**src/rtl/pipe_ctrl_pkg.sv**
```systemverilog
// Shared constants, stall-bus encodings and the redirect helper for the pipeline sequencer.
package pipe_ctrl_pkg;

  localparam logic [31:0] EXC_ENTRY_DEF = 32'hBFC00380;
  localparam logic [31:0] ERET_CODE_DEF = 32'h0000000E;

  localparam int  STALL_W = 6;
  localparam logic STOP    = 1'b1;
  localparam logic NO_STOP = 1'b0;

  typedef logic [STALL_W-1:0] stall_bus_t;

  // One bit per pipeline register: 0 PC, 1 IF, 2 IC/ID, 3 ID/EX, 4 EX/MEM, 5 MEM/WB
  localparam stall_bus_t STALL_NONE = 6'b000000;
  localparam stall_bus_t STALL_IF   = 6'b000011;
  localparam stall_bus_t STALL_ID   = 6'b000111;
  localparam stall_bus_t STALL_EX   = 6'b001111;
  localparam stall_bus_t STALL_MEM  = 6'b011111;

  function automatic logic [31:0] redirect_pc(
    input logic [31:0] etype,
    input logic [31:0] epc,
    input logic [31:0] entry,
    input logic [31:0] eret_code
  );
    return (etype == eret_code) ? epc : entry;
  endfunction

endpackage

```
**src/rtl/pipe_ctrl_stall_merge.sv**
```systemverilog
// Priority encoder from per-stage stall requests to the stall bus; the deepest requester wins.
module pipe_ctrl_stall_merge
  import pipe_ctrl_pkg::*;
(
  input  logic       stallreq_from_if,
  input  logic       stallreq_from_id,
  input  logic       stallreq_from_ex,
  input  logic       stallreq_from_mem,
  output stall_bus_t stall_req
);

  always_comb begin
    stall_req = STALL_NONE;
    if (stallreq_from_mem)     stall_req = STALL_MEM;
    else if (stallreq_from_ex) stall_req = STALL_EX;
    else if (stallreq_from_id) stall_req = STALL_ID;
    else if (stallreq_from_if) stall_req = STALL_IF;
  end

endmodule

```
**src/rtl/pipe_ctrl.sv**
```systemverilog
// Pipeline sequencer: stall merge, exception/ERET flush with PC redirect, and deferred branch kill.
//
// state    | meaning
// ---------+-----------------------------------------------------------
// RUN      | normal flow; exceptions flush at once unless MEM is stalled
// EXC_WAIT | exception captured during a MEM stall, flush when MEM frees
// DRAIN    | flush issued with a fetch outstanding; hold PC/IF, drop word
module pipe_ctrl
  import pipe_ctrl_pkg::*;
#(
  parameter logic [31:0] EXC_ENTRY = EXC_ENTRY_DEF,
  parameter logic [31:0] ERET_CODE = ERET_CODE_DEF,
  parameter int          CNT_W     = 32
) (
  input  logic             clk,
  input  logic             rst,
  input  logic             stallreq_from_if,
  input  logic             stallreq_from_id,
  input  logic             stallreq_from_ex,
  input  logic             stallreq_from_mem,
  input  logic             br_e,
  input  logic             except_valid,
  input  logic [31:0]      excepttype_i,
  input  logic [31:0]      cp0_epc_i,
  output logic [5:0]       stall,
  output logic             flush,
  output logic [31:0]      new_pc,
  output logic             br_kill,
  output logic             drop_if,
  output logic [CNT_W-1:0] stall_cycles
);

  typedef enum logic [1:0] {
    RUN      = 2'd0,
    EXC_WAIT = 2'd1,
    DRAIN    = 2'd2
  } state_e;

  state_e           state;
  logic [31:0]      pend_type;
  logic [31:0]      pend_epc;
  logic             br_pend;
  logic             flush_q;
  logic [CNT_W-1:0] cnt;

  stall_bus_t  stall_req;
  stall_bus_t  stall_c;
  logic        exc_take;
  logic        flush_c;
  logic [31:0] new_pc_c;
  logic        br_kill_c;
  logic        drop_if_c;

  pipe_ctrl_stall_merge u_stall_merge (
    .stallreq_from_if  (stallreq_from_if),
    .stallreq_from_id  (stallreq_from_id),
    .stallreq_from_ex  (stallreq_from_ex),
    .stallreq_from_mem (stallreq_from_mem),
    .stall_req         (stall_req)
  );

  always_comb begin
    // The cycle right after a flush sees only the flushed instruction in MEM, so it is ignored.
    exc_take = (state == RUN) && except_valid && !flush_q;
    flush_c  = 1'b0;
    new_pc_c = 32'h0;
    if (exc_take && !stallreq_from_mem) begin
      flush_c  = 1'b1;
      new_pc_c = redirect_pc(excepttype_i, cp0_epc_i, EXC_ENTRY, ERET_CODE);
    end else if (state == EXC_WAIT && !stallreq_from_mem) begin
      flush_c  = 1'b1;
      new_pc_c = redirect_pc(pend_type, pend_epc, EXC_ENTRY, ERET_CODE);
    end

    stall_c = stall_req;
    if (state == DRAIN) stall_c[1:0] = {STOP, STOP};
    if (flush_c)        stall_c      = STALL_NONE;

    drop_if_c = (state == DRAIN) && !stallreq_from_if;

    br_kill_c = !flush_c &&
                ((br_e && stall_c[2] == NO_STOP && stall_c[3] == NO_STOP) ||
                 (br_pend && stall_c[2] == NO_STOP));
  end

  always_ff @(posedge clk or negedge rst) begin
    if (!rst) begin
      state     <= RUN;
      pend_type <= 32'h0;
      pend_epc  <= 32'h0;
      br_pend   <= 1'b0;
      flush_q   <= 1'b0;
      cnt       <= '0;
    end else begin
      flush_q <= flush_c;

      case (state)
        RUN: begin
          if (exc_take) begin
            if (stallreq_from_mem) begin
              pend_type <= excepttype_i;
              pend_epc  <= cp0_epc_i;
              state     <= EXC_WAIT;
            end else if (stallreq_from_if) begin
              state <= DRAIN;
            end
          end
        end
        EXC_WAIT: begin
          if (!stallreq_from_mem) state <= stallreq_from_if ? DRAIN : RUN;
        end
        DRAIN: begin
          if (!stallreq_from_if) state <= RUN;
        end
        default: state <= RUN;
      endcase

      // A branch arriving with an exception belongs to a younger instruction that gets flushed.
      if (flush_c)
        br_pend <= 1'b0;
      else if (br_e && stall_c[2] == STOP && !exc_take)
        br_pend <= 1'b1;
      else if (br_pend && stall_c[2] == NO_STOP)
        br_pend <= 1'b0;

      if (stall_c[0] == STOP && !(&cnt)) cnt <= cnt + 1'b1;
    end
  end

  // Combinational outputs are held quiet while reset is asserted.
  assign stall        = rst ? stall_c   : STALL_NONE;
  assign flush        = rst & flush_c;
  assign new_pc       = rst ? new_pc_c  : 32'h0;
  assign br_kill      = rst & br_kill_c;
  assign drop_if      = rst & drop_if_c;
  assign stall_cycles = cnt;

endmodule

```
**config.mk**
```make
export PLATFORM = sky130hd
export DESIGN_NAME = pipe_ctrl
export DESIGN_NICKNAME = d
export VERILOG_FILES = /design/src/rtl/pipe_ctrl_pkg.sv /design/src/rtl/pipe_ctrl_stall_merge.sv /design/src/rtl/pipe_ctrl.sv
export SDC_FILE = /design/constraint.sdc
export NUM_CORES = 1
export LEC_CHECK = 0
export ABC_CLOCK_PERIOD_IN_PS = 2000
export BUFFER_PORTS_ARGS = -buffer_cell sky130_fd_sc_hd__buf_2
export CORE_MARGIN = 3
export CORE_UTILIZATION = 29
export DETAILED_ROUTE_END_ITERATION = 16
export GPL_TIMING_DRIVEN = 0
export PLACE_DENSITY = 0.58
export SYNTH_ARGS = -nofsm -noshare
export SYNTH_HDL_FRONTEND = slang
export SYNTH_HIERARCHICAL = 1
export SYNTH_SLANG_ARGS = --single-unit
```
**constraint.sdc**
```tcl
create_clock -name clk -period 2 [get_ports clk]
set_input_delay 0.1 -clock clk [delete_from_list [all_inputs] [get_ports clk]]
set_output_delay 0.1 -clock clk [all_outputs]
set_load 0.02 [all_outputs]
```
-- After elaboration in Yosys (flattened, before gate mapping)
Index checks and enable logic that the tools add are counted.
Widths: inputs -> output; s select.
- word-level logic and storage cells: 68
- register bits after elaboration: 100
- output and inout port bits: 73
- $add $sub $neg: 1
- reductions and logical operators: 24
- equal/unequal tests: 8
- bitwise operators: 5
- muxes and demuxes: 24
- operators with widths (kind ; number):
    $mux 32 ; 5
    $eq 32x4->1 const B ; 2
    $add 32x1->32 const B ; 1
    $reduce_and 32->1 ; 1
    $mux 6 ; 5
    $mux 2 ; 8
    $logic_and 1x1->1 ; 12
    $logic_not 1->1 ; 6
    $ne 2x2->1 const B ; 3
    $pmux 2 s3 ; 1
    $mux 1 ; 5
    $reduce_and 4->1 ; 1
    $and 1x1->1 ; 3
    $ne 3x3->1 const B ; 1
    $reduce_and 3->1 ; 1
    $reduce_bool 3->1 ; 1
    $eq 2x1->1 const B ; 1
    $eq 2x2->1 const B ; 1
    $logic_not 2->1 ; 1
    $not 1->1 ; 2
    $logic_or 1x1->1 ; 1

-- Logic depth before layout (Yosys ltp)
- depth after elaboration: 12
- gate-level depth with buffers: 7
- mapped depth without buffers: 6

-- Cells and area by module
The synthesis kept the hierarchy.
- modules (own cells, without submodules) (module ; cells an instance ; area each (um^2) ; instances ; sequential area each (um^2)):
    pipe_ctrl ; 397 ; 4827.1 ; 1 ; 2502.4
    pipe_ctrl_stall_merge ; 7 ; 46.3 ; 1 ; 0.0

-- Worst setup path after synthesis
OpenSTA, ideal clock, no wires.
- path kind: register to register
- from: reg cnt[0], in the netlist stall_cycles[0]
- to: reg cnt[20], in the netlist stall_cycles[20]
- path buffers: 1
- data arrival time: 1752 ps
- setup slack: 117 ps
- clock period less this slack: 1883 ps
- library setup time: 130 ps
- stages on the path, launching flop included: 8
- data required time: 1870 ps
- cell sequence: dfrtp_1 ha_1 and4_1 buf_2 nand3_1 nor4_4 nand4_1 xnor2_1
- cells in the longest elaborated chain, start to end: 3
- ends and longest elaborated chain (item ; line ; text):
    start, declared ; pipe_ctrl.sv:44 ; logic [CNT_W-1:0] cnt;
    start signal, assigned ; pipe_ctrl.sv:126 ; if (stall_c[0] == STOP && !(&cnt)) cnt <= cnt + 1'b1;
    branches (longest 3 deep; another with $add 32x1->32) ; n/a ;
Several ways; the timed one is not identified.
A chain may end at the register's enable or synchronous reset.

-- Worst setup path in the final report
- from: reg pend_type[0]
- to: out new_pc[8]
- cells in the longest elaborated chain, start to end: 5
- ends and longest elaborated chain (item ; line ; text):
    start, declared ; pipe_ctrl.sv:40 ; logic [31:0] pend_type;
    start signal, assigned ; pipe_ctrl.sv:101 ; pend_type <= excepttype_i;
    $eq 32x4->1 ; pipe_ctrl_pkg.sv:26 ; return (etype == eret_code) ? epc : entry;
    $mux 32 ; pipe_ctrl_pkg.sv:26 ;
    $mux 32 ; pipe_ctrl.sv:70 ; end else if (state == EXC_WAIT && !stallreq_from_mem) begin
    $mux 32 ; pipe_ctrl.sv:67 ; if (exc_take && !stallreq_from_mem) begin
    $mux 32 ; pipe_ctrl.sv:133 ; assign new_pc = rst ? new_pc_c : 32'h0;
    end, declared ; pipe_ctrl.sv:27 ; output logic [31:0] new_pc,
No other way between the ends.

==> run_results.csv <==
group,metric,value,unit
critical_path,critical_path.max_fanout,10,
power_and_ir_drop,worst_vdd_drop,0.706,mV
critical_path,critical_path_arrival,2.20,ns
yosys,synth-edff-count,0,
yosys,synth_flop_cell,"sky130_fd_sc_hd__dfrtp_1",
clock_network,cts_max_level,3,
floorplan,floorplan.die_area,18400,um2
timing,timing.setup.tns,-8.38,ns
placement,postPlaceCellArea,5890,um2
routing,drtAntennaViolNets,0,
yosys,synth-seq-area-share,0.513,
power_and_ir_drop,power.density_cell_area,864,nW/um2
cells_and_area,final_nets,703,
critical_path,cpPeakStageDelay,0.39,ns
routing,route.detailed.drc,0,
yosys,syn_inst,404,
timing,final-hold-violation-count,0,
clock_network,numClockSinks,100,
timing,fmax,435,MHz
global_routing,vias_in_the_first_global_route,4282,
cells_and_area,layout.cell_area.non_filler,7290,um2
timing,clock-skew-final,0.00708,ns
yosys,yosys.area_share.adder,0.00257,
global_routing,wire_length_of_the_first_global_routing_pass,22100,um
timing,setup_repair_after_global_routing_missed_its_margin,"true",
routing,via_count,4183,
routing,detail_route.wl_per_cell,16.9,um
yosys,flop_and_latch_count_out_of_synthesis,100,
critical_path,worstReg2RegEnd,"stall_cycles[21]",
placement,hpwl,9700,um
global_routing,gr-total-overflow,0,
cells_and_area,final_core_utilization,0.451,
routing,drt-pass1-iter-count,5,
yosys,synth_warnings,6,
placement,port-buffer-count,143,
run,timing.max_cap.violations,0,
yosys,asr_flop_ratio_synth,1.00,
clock_network,clk_root_buffer_cell,"sky130_fd_sc_hd__clkbuf_16",
critical_path,cp_cell_sequence,"nor4bb_2 -> nand4_1 -> nor2_1 -> nand2_1 -> clkbuf_4 -> o221a_1 -> buf_2",
clock_network,clock_latency_on_the_worst_skew_pair,0.35,ns
critical_path,critical_path.startpoint_type,"register",
critical_path,critical_path_endpoint,"new_pc[8]",
critical_path,reg2reg_slack,0.02,ns
routing,vias_per_cell,4.92,
floorplan,floorplan_die_width,136,um
yosys,netlist_area_before_placement,4870,um2
yosys,muxShareOfSynthArea,0.150,
timing,timing.final.setup_violations,33,
global_routing,globalRouteTotalUtil,0.152,
critical_path,timing.critical_path.to_type,"output pin",
power_and_ir_drop,static-leakage-power,0.00324,uW
timing,period_share,1.15,
run_status,failed_checks,"negative setup slack",
clock_network,ctsLongestPathBuffers,2,
routing,drt-initial-drc-count,136,
yosys,synth.net_count,477,
yosys,synth-xor-area-share,0.0557,
floorplan,ports,145,
global_routing,antenna_found_initial,3,
placement,gp_congestion,0.824,
clock_network,tritoncts,"built",
timing,timing.final.max_slew_violations,0,
yosys,synth_area_in_compound_gates,0.0650,
cells_and_area,post_route_cells_drive_above_1_share,0.469,
cells_and_area,syn_to_final_growth,49.6,%
power_and_ir_drop,post-layout-total-power,6300,uW
critical_path,worstReg2RegStart,"state[0]",
timing,period_needed,2.30,ns
critical_path,crit_required,1.90,ns
yosys,synth_cell_types,42,
routing,route.final.wire_length,14400,um
critical_path,worst-setup-path-type,"register to output pin",
floorplan,core.rowCount,46,
floorplan,start_util,0.301,
critical_path,worstSetupStartpoint,"pend_type[0]",
critical_path,slowest_stage,"sky130_fd_sc_hd__dfrtp_1",
clock_network,clkSlewWorstSetupHoldPaths,0.07,ns
global_routing,maximum_number_of_pins_on_one_net_before_global_route_repair,70,
timing,setup_slack,-0.299,ns
cells_and_area,final_common_cell,"sky130_fd_sc_hd__buf_2",
run_status,status,"finished with violations",
clock_network,cts_bufs_inserted,9,
floorplan,floorplan.core_area,16200,um2
yosys,syn_avg_cell_area,12.1,um2
timing,worst_hold_slack_after_final_layout,0.0190,ns
floorplan,die_h,136,um
critical_path,worstRegToRegCells,6,
min_path,worst_hold_path_type,"input port to register",
yosys,yosys.area_share.simple,0.185,
cells_and_area,final_cell_mix,"126 x sky130_fd_sc_hd__buf_2, 100 x sky130_fd_sc_hd__dfrtp_1, 65 x sky130_fd_sc_hd__mux2_2",
yosys,synth_top_family_by_area,"simple AND/OR/NAND/NOR gates",
cells_and_area,num_antenna_cells,0,
==> per-layer routing <==
metal / vias up / GRT usage / wire [um]
met4: 6 / 0.0342 / 142
met5: - / 0 / 44
li1: 1955 / - / -
met2: 138 / 0.259 / 7050
met1: 2064 / 0.186 / 6120
met3: 20 / 0.0539 / 1030
==> critical path, delay by kind of cell, from the launching register on <==
kind                   cells  cell delay (ns)
buffers and inverters      2             0.37
AO/OA/AOI/OAI              1             0.25
flip-flops                 1             0.39
AND/OR/NAND/NOR            4             0.84
==> worst min path at each step <==
stage                     from      endpoint  slack, ns  depth (start not counted)
3_5_place_dp               rst  pend_epc[22]       0.11                          1
6_report       excepttype_i[4]  pend_type[4]       0.02                          2
4_1_cts        excepttype_i[9]  pend_type[9]      0.001                          2
2_1_floorplan              rst       br_pend      -0.20                          0
5_1_grt        excepttype_i[4]  pend_type[4]      0.003                          2
3_3_place_gp   excepttype_i[3]  pend_type[3]       0.35                          2
==> per-stage QoR <==
| step | std cells | setup WS, ns |
|---|---|---|
| 2_1_floorplan | 404 | 0.117 |
| 3_3_place_gp | 763 | -0.991 |
| 3_5_place_dp | 764 | -0.350 |
| 4_1_cts | 843 | -0.334 |
| 5_1_grt | 851 | -0.444 |
| 6_report | 851 | -0.299 |
==> cells in the mapped netlist, types with 2 or more instances <==
cell	n	area share
sky130_fd_sc_hd__dfrtp_1	100	0.51
sky130_fd_sc_hd__mux2_2	65	0.15
sky130_fd_sc_hd__xnor2_1	31	0.056
sky130_fd_sc_hd__nor2b_1	22	0.028
sky130_fd_sc_hd__nand4_1	21	0.027
sky130_fd_sc_hd__a22oi_1	20	0.031
sky130_fd_sc_hd__and3_1	17	0.022
sky130_fd_sc_hd__nand3_1	17	0.017
sky130_fd_sc_hd__buf_2	13	0.013
sky130_fd_sc_hd__nor4_1	13	0.017
sky130_fd_sc_hd__nand2_1	10	0.0077
sky130_fd_sc_hd__nor2_1	10	0.0077
sky130_fd_sc_hd__o221a_1	10	0.023
sky130_fd_sc_hd__and4_1	8	0.014
sky130_fd_sc_hd__clkbuf_1	6	0.0046
sky130_fd_sc_hd__nor3_1	5	0.0051
sky130_fd_sc_hd__and2_1	4	0.0051
sky130_fd_sc_hd__a21oi_1	3	0.0031
sky130_fd_sc_hd__buf_4	3	0.0046
sky130_fd_sc_hd__inv_1	2	0.0015
sky130_fd_sc_hd__nor2_2	2	0.0026
sky130_fd_sc_hd__o221a_2	2	0.0046
==> kinds of logic (layout without fill, tap and decap cells) <==
family                     Yosys count  count (layout)
and+or+nand+nor                    143             143
other                                1               1
xor gates and xnor gates            31              31
muxes                               65              65
DFF                                100             100
adders and majority gates            1               1
buffers and inverters               26             257
AOI/OAI and AO/OA                   37              37
==> area by class of cell <==
type / count / area [um2]
inverter: 3 / 13.8
clock buffer: 9 / 225
sequential: 100 / 2500
timing repair buffer: 215 / 1560
buffer: 23 / 158
clock inverter: 7 / 129
tap: 216 / 270
fill: 1465 / 8880
multi-input combinational: 278 / 2430
==> sequential cells by signal, indices dropped and copies added (netlist names) <==
signal and flops:
state 2, stall_cycles 32, br_pend 1, pend_epc 32
pend_type 32, flush_q 1
==> where the power goes <==
part           internal (uW)  leakage, uW  switching (uW)
registers               2520      0.00124             360
logic                    748      0.00183             586
clock network           1250     0.000170             838
total                   4520      0.00324            1780
==> timing repair <==
item / in CTS / in global routing
hold buffers: 62 / 2
endpoints found under the hold margin: 97 / 101
gates resized for setup: 39 / 41
pin swaps: 6 / 5
endpoints found under the setup margin: 39 / 122
gates cloned: 0 / 3
buffers inserted: 1 / 4
No activity file was read; power rests on OpenSTA's default activity.
